## config.mk

```make
export PLATFORM = sky130hd
export DESIGN_NAME = picorv32_wb_master
export DESIGN_NICKNAME = d
export VERILOG_FILES = /design/src/rtl/picorv32_wb_master.sv
export SDC_FILE = /design/constraint.sdc
export NUM_CORES = 1
export LEC_CHECK = 0
export ABC_AREA = 1
export CAP_MARGIN = 20
export CORE_MARGIN = 2
export CORE_UTILIZATION = 43
export DETAILED_ROUTE_END_ITERATION = 12
export PLACE_DENSITY = 0.86
export REMOVE_ABC_BUFFERS = 1
export SETUP_SLACK_MARGIN = 0.2
export SLEW_MARGIN = 20
export SYNTH_ARGS = -nofsm -noshare
export SYNTH_HDL_FRONTEND = slang
export SYNTH_SLANG_ARGS = --single-unit
```

## constraint.sdc

```tcl
create_clock -name clk_i -period 7.6 [get_ports clk_i]
set_input_delay 1.52 -clock clk_i [delete_from_list [all_inputs] [get_ports clk_i]]
set_output_delay 1.52 -clock clk_i [all_outputs]
set_load 0.005 [all_outputs]
```

## src/rtl/picorv32_wb_master.sv

```systemverilog
// PicoRV32 native memory bus to classic single-transfer Wishbone master bridge.
// Optional ack timeout enabled by defining WB_TIMEOUT_EN (uses TIMEOUT_CYCLES).
module picorv32_wb_master #(
  parameter int unsigned TIMEOUT_CYCLES = 255
) (
  input  logic        clk_i,
  input  logic        rst_i,
  input  logic        mem_valid,
  input  logic        mem_instr,
  output logic        mem_ready,
  input  logic [31:0] mem_addr,
  input  logic [31:0] mem_wdata,
  input  logic [3:0]  mem_wstrb,
  output logic [31:0] mem_rdata,
  output logic [31:0] wbm_adr_o,
  output logic [31:0] wbm_dat_o,
  input  logic [31:0] wbm_dat_i,
  output logic        wbm_we_o,
  output logic [3:0]  wbm_sel_o,
  output logic        wbm_stb_o,
  output logic        wbm_cyc_o,
  input  logic        wbm_ack_i,
  output logic        bus_err_o
);

  typedef enum logic [1:0] {IDLE, ACTIVE, RESP} state_e;

  typedef struct packed {
    logic [31:0] adr;
    logic [31:0] dat;
    logic        we;
    logic [3:0]  sel;
  } wb_req_t;

  state_e      state_q;
  wb_req_t     req_q;
  logic        cyc_q;
  logic        ready_q;
  logic [31:0] rdata_q;

`ifdef WB_TIMEOUT_EN
  localparam logic [15:0] TO_LAST = 16'(TIMEOUT_CYCLES - 1);
  logic [15:0] cnt_q;
  logic        err_q;
`endif

  // mem_instr carries no meaning on Wishbone; low address bits are dropped on purpose.
  logic unused_inputs;
  assign unused_inputs = ^{mem_instr, mem_addr[1:0], TIMEOUT_CYCLES[0]};

  always_ff @(posedge clk_i or posedge rst_i) begin
    if (rst_i) begin
      state_q <= IDLE;
      req_q   <= '0;
      cyc_q   <= 1'b0;
      ready_q <= 1'b0;
      rdata_q <= '0;
`ifdef WB_TIMEOUT_EN
      cnt_q   <= '0;
      err_q   <= 1'b0;
`endif
    end else begin
      ready_q <= 1'b0;
`ifdef WB_TIMEOUT_EN
      err_q   <= 1'b0;
`endif
      case (state_q)
        IDLE: begin
          if (mem_valid) begin
            req_q.adr <= {mem_addr[31:2], 2'b00};
            req_q.dat <= mem_wdata;
            req_q.we  <= |mem_wstrb;
            req_q.sel <= (|mem_wstrb) ? mem_wstrb : 4'hF;
            cyc_q     <= 1'b1;
            state_q   <= ACTIVE;
`ifdef WB_TIMEOUT_EN
            cnt_q     <= '0;
`endif
          end
        end
        ACTIVE: begin
          // Ack is checked first so a coincident timeout still completes normally.
          if (wbm_ack_i) begin
            cyc_q   <= 1'b0;
            ready_q <= 1'b1;
            if (!req_q.we) rdata_q <= wbm_dat_i;
            state_q <= RESP;
          end
`ifdef WB_TIMEOUT_EN
          else if (cnt_q == TO_LAST) begin
            cyc_q   <= 1'b0;
            ready_q <= 1'b1;
            err_q   <= 1'b1;
            if (!req_q.we) rdata_q <= 32'hFFFF_FFFF;
            state_q <= RESP;
          end else begin
            cnt_q <= cnt_q + 16'd1;
          end
`endif
        end
        // The core still holds mem_valid here; it must not start a new transfer.
        RESP:    state_q <= IDLE;
        default: state_q <= IDLE;
      endcase
    end
  end

  assign mem_ready = ready_q;
  assign mem_rdata = rdata_q;
  assign wbm_adr_o = req_q.adr;
  assign wbm_dat_o = req_q.dat;
  assign wbm_we_o  = req_q.we;
  assign wbm_sel_o = req_q.sel;
  assign wbm_stb_o = cyc_q;
  assign wbm_cyc_o = cyc_q;
`ifdef WB_TIMEOUT_EN
  assign bus_err_o = err_q;
`else
  assign bus_err_o = 1'b0;
`endif

endmodule
```

======== Word level (Yosys, flattened, before mapping) ========
Cells that the tools add are included.
operators by class
  reduce and logical (&&, ||, !) cells .... 7
  div/mod/pow operators ................... 0
  multipliers ............................. 0
  muxes and demuxes ....................... 9
  equality and inequality tests ........... 3
  order comparisons ....................... 0
  add/subtract/negate cells ............... 0
  bitwise gates (word level) .............. 1
  shift-type cells ........................ 0
operators with widths
  operator                                              count
  AND reduction 3 bit                                   2
  two-way mux 1 bit                                     4
  two-way mux 2 bit                                     2
  two-way mux 4 bit                                     1
  != test 2 bit (second input constant)                 2
  one-hot mux 2 bit (2 select lines)                    1
  AND reduction 2 bit                                   2
  OR reduction 4 bit                                    1
  equality test 2 x 1 -> 1 bit (second input constant)  1
  zero test 2 bit                                       1
  one-hot mux 1 bit (2 select lines)                    1
  nonzero test 2 bit                                    1
  NOT 1 bit                                             1
storage, ports and cells
  flip-flop bits (word level) ............. 103
  input port bits ......................... 105
  memories kept ........................... 0
  output and inout bits ................... 105
  bits in latches ......................... 0
  memory bits (writable) .................. 0
  word-level logic and storage cells ...... 28
  memory bits (read-only) ................. 0

======== Depth between registers and ports, before layout ========
  word-level depth ........................ 3
  depth in mapped cells ................... 7
  gate-level depth less buffers ........... 6

======== Worst setup path before layout ========
No wires, ideal clock.
  kind .................................... input to register
  start point ............................. in wbm_ack_i
  end point ............................... reg rdata_q[0], in the netlist mem_rdata[0]
  arrival time ............................ 2.087 ns
  path buffers ............................ 1
  data required time ...................... 7.484 ns
  path slack .............................. 5.396 ns
  library setup time ...................... 0.116 ns
  stages on the path ...................... 6
  cell sequence ........................... inv_1 nor2_2 nand2_2 buf_4 nand2_1 nand2_1
between the ends
  word-level cells in the longest chain between the ends .. 1
RTL lines
  element                               line  source
  start: declaration                    22    input logic wbm_ack_i,
  AND reduction 3 bit (no source line)  -
  end signal: assignment                86    if (!req_q.we) rdata_q <= wbm_dat_i;
  end: declaration                      39    logic [31:0] rdata_q;
No other way between the ends.
A chain may end at the register's enable or synchronous reset.

======== Worst setup path after layout ========
  start point ............................. in wbm_ack_i
  end point ............................... reg rdata_q[17], in the netlist mem_rdata[17]
The elaborated chain is that of the path after synthesis.

==> summary.txt <==
Timing
  • RSZ-0062 raised after global routing: no
  • Hold Vio Cnt, Final: 0
  • Pins Over Slew Limit: 0
  • Clock Skews: 0.02112 ns
  • Setup Total Neg Slack: 0 ns
  • Slew headroom: 36.08%
  • Fin crit share: 38.79%
  • Clock period minus worst slack: 2.948 ns
  • # setup viols final: 0
  • Peak Freq: 339.2 MHz
  • Worst slew pin tran: 0.9578 ns

Routing
  • Drt drc: 0
  • Via count: 3,568
  • Drt pass-1 iters: 4
  • Routed WL per cell: 14.47 um
  • Routed wire length: 11,010 um
  • Antenna Nets Post-Route: 0
  • Initial drt markers: 134
  • Vias per cell: 4.689

Cells and area
  • Antenna Cells: 0
  • Register area: 2577 um2
  • Utilization after layout: 67.87%
  • Fillers: 682
  • Syn-to-layout area delta: 54.62%
  • Final #Nets: 751
  • Share of cells above drive strength 1: 3.231%
  • Area of the multi-input gates: 1240 um2

Placed design
  • GPL Wtd Cong: 0.7954
  • Final HPWL DP: 7880 um
  • PortBufs: 203

Setup path
  • Worst EP arrival: 3.18 ns
  • CP Max Fanout: 33
  • Endpoint class of the critical path: flip-flop
  • Setup crit start kind: input port
  • Critical path required time: 7.83 ns
  • Crit Path Category: in -> reg

Power
  • Peak VDD IR: 0.0001644 V
  • Power consumption: 2105 uW
  • P_leak: 0.003081 uW
  • Pwr dens: 338.9 nW/um2

Synth
  • Compound-Gate Fraction of Synth Area: 0.2491%
  • Ranking of synthesized cells by area: dfrtp_1, nand2_1, nand3_1
  • Top FF cell, synth: dfrtp_1
  • Ys async rst share: 100.0%
  • Top post-synthesis cells by count: nand2_1, dfrtp_1, nand3_1
  • Post-synthesis sequential area ratio: 64.15%
  • Count of cell types in the netlist: 14
  • Synth Cell Area: 4018 um2
  • XOR/XNOR Fraction of Synth Area: 0%
  • Number of synthesized flops with an enable pin: 0
  • Yosys top cell area share: 64.15%
  • Synth warn: 0
  • Flops & latches, synth: 103
  • Main combinational cell family by area after synthesis: simple AND/OR/NAND/NOR gates
  • Count leader, synth: nand2_1
  • Post-Synth Adder-Cell Area: 0%
  • Post-synthesis mux area share: 0%
  • Area leader, netlist: dfrtp_1
  • Post-Synthesis Cells: 454
  • Avg Synthesized Cell Area: 8.849 um2
  • Synth Area in Simple Gates: 30.33%

CTS
  • Post-CTS sizing: 0
  • Worst-Skew Late Latency: 0.36 ns
  • Setup Fix Bufs, Post-CTS: 0
  • Reg clk slew, reported paths: 0.08 ns
  • CTS Buf Count: 9
  • CTS tree: built
  • H-tree depth: 3
  • Root Driver: clkbuf_8
  • Longest Clk Path Bufs: 2
  • CTS hold repair buffers: 0
  • Clock tree sinks: 103

GRT
  • Initial antenna violation count: 0
  • Gr ovfl total: 0
  • Pin count of the biggest net entering global routing: 70
  • Tot GR Track Use: 21.91%
  • Vias in the first global route: 3,599
  • First-pass GRT wire length: 17,510 um

Die
  • Chip width: 100.7 um
  • Die H: 100.7 um
  • Core Rows: 35
  • Die area: 10,130 um2
  • Initial Util: 43.90%
  • Core ar.: 9153 um2
  • I/O pin cnt: 210

Job
  • Max-cap viol count: 0

Min path
  • Hold/Removal Path Class: reg -> reg

Status
  • Status: finished clean
[path summary, 6_finish.rpt]
| check | startpoint | endpoint | slack, ns | depth (start not counted) |
|---|---|---|---|---|
| hold / removal | mem_rdata[30] | mem_rdata[30] | 0.47 | 2 |
| hold reg to reg | mem_rdata[30] | mem_rdata[30] | 0.47 | 2 |
| setup reg to reg | state_q[1] | mem_rdata[17] | 5.34 | 6 |
| max in group asynchronous | rst_i | mem_ready | 4.88 | 3 |
| setup / recovery | wbm_ack_i | mem_rdata[17] | 4.65 | 7 |
| min in group asynchronous | rst_i | mem_rdata[23] | 1.57 | 2 |
[through the flow]
stage | hold WS, ns | worst slack (ns) | instance area, um2 | std cells
2_1_floorplan | 0.4654 | 3.376 | 3851 | 429
3_3_place_gp | 0.4526 | 4.345 | 6047 | 746
3_5_place_dp | 0.4588 | 4.311 | 6047 | 746
4_1_cts | 0.4790 | 4.685 | 6211 | 761
5_1_grt | 0.4943 | 4.531 | 6212 | 761
6_report | 0.4742 | 4.652 | 6212 | 761
[layout by cell type, fill, tap and decap left out, types with 2 or more instances in the layout]
cell type        netlist  layout
buf_4                  8       3
clkbuf_1               5       2
clkbuf_8               0       9
clkdlybuf4s50_1        0     203
clkinvlp_4             0       2
conb_1                 1       3
dfrtp_1              103     103
inv_1                  8       7
nand2_1              272     272
nand2_2                2       2
nand3_1               32      32
nor2_1                 5       5
o21ai_0                2       2
[cell type report]
cell class | count | area share, %
Sequential cell | 103 | 41.49
Timing Repair Buffer | 206 | 33.07
Multi-Input combinational cell | 317 | 19.96
Tap cell | 111 | 2.236
Clock buffer | 11 | 2.115
Inverter | 9 | 0.6042
Clock inverter | 4 | 0.5237
[report_power, final]
part	total, uW	switching (uW)	internal, uW
Clock	299	179	120
Sequential	907	129	778
Combinational	899	365	534
[registers in the layout (all words and copies together), names as in the netlist]
name,flops
mem_rdata,32
mem_ready,1
state_q,2
wbm_adr_o,30
wbm_cyc_o,1
wbm_dat_o,32
wbm_sel_o,4
wbm_we_o,1
[logic make-up after synthesis]
kind of cell / after synthesis
AO/OA/AOI/OAI: 2
buffers and inverters: 36
flip-flops: 103
other: 1
AND/OR/NAND/NOR: 312
[layer usage]
layer  track usage, %  vias to the layer above  part of all wire, %
met5                0                        -                    0
met4            7.376                        0                  1.4
met3            7.628                       10                   11
met2            35.18                      174                   47
met1            27.78                     1634                   41
li1                 -                     1750                    -
[critical path, cell delays in order]
cell,delay (ns)
clkdlybuf4s50_1,0.47
inv_1,0.08
nor2_2,0.08
buf_4,0.33
nand2_2,0.43
nand2_1,0.20
nand2_1,0.07
Power figures use the tool's default switching activity.
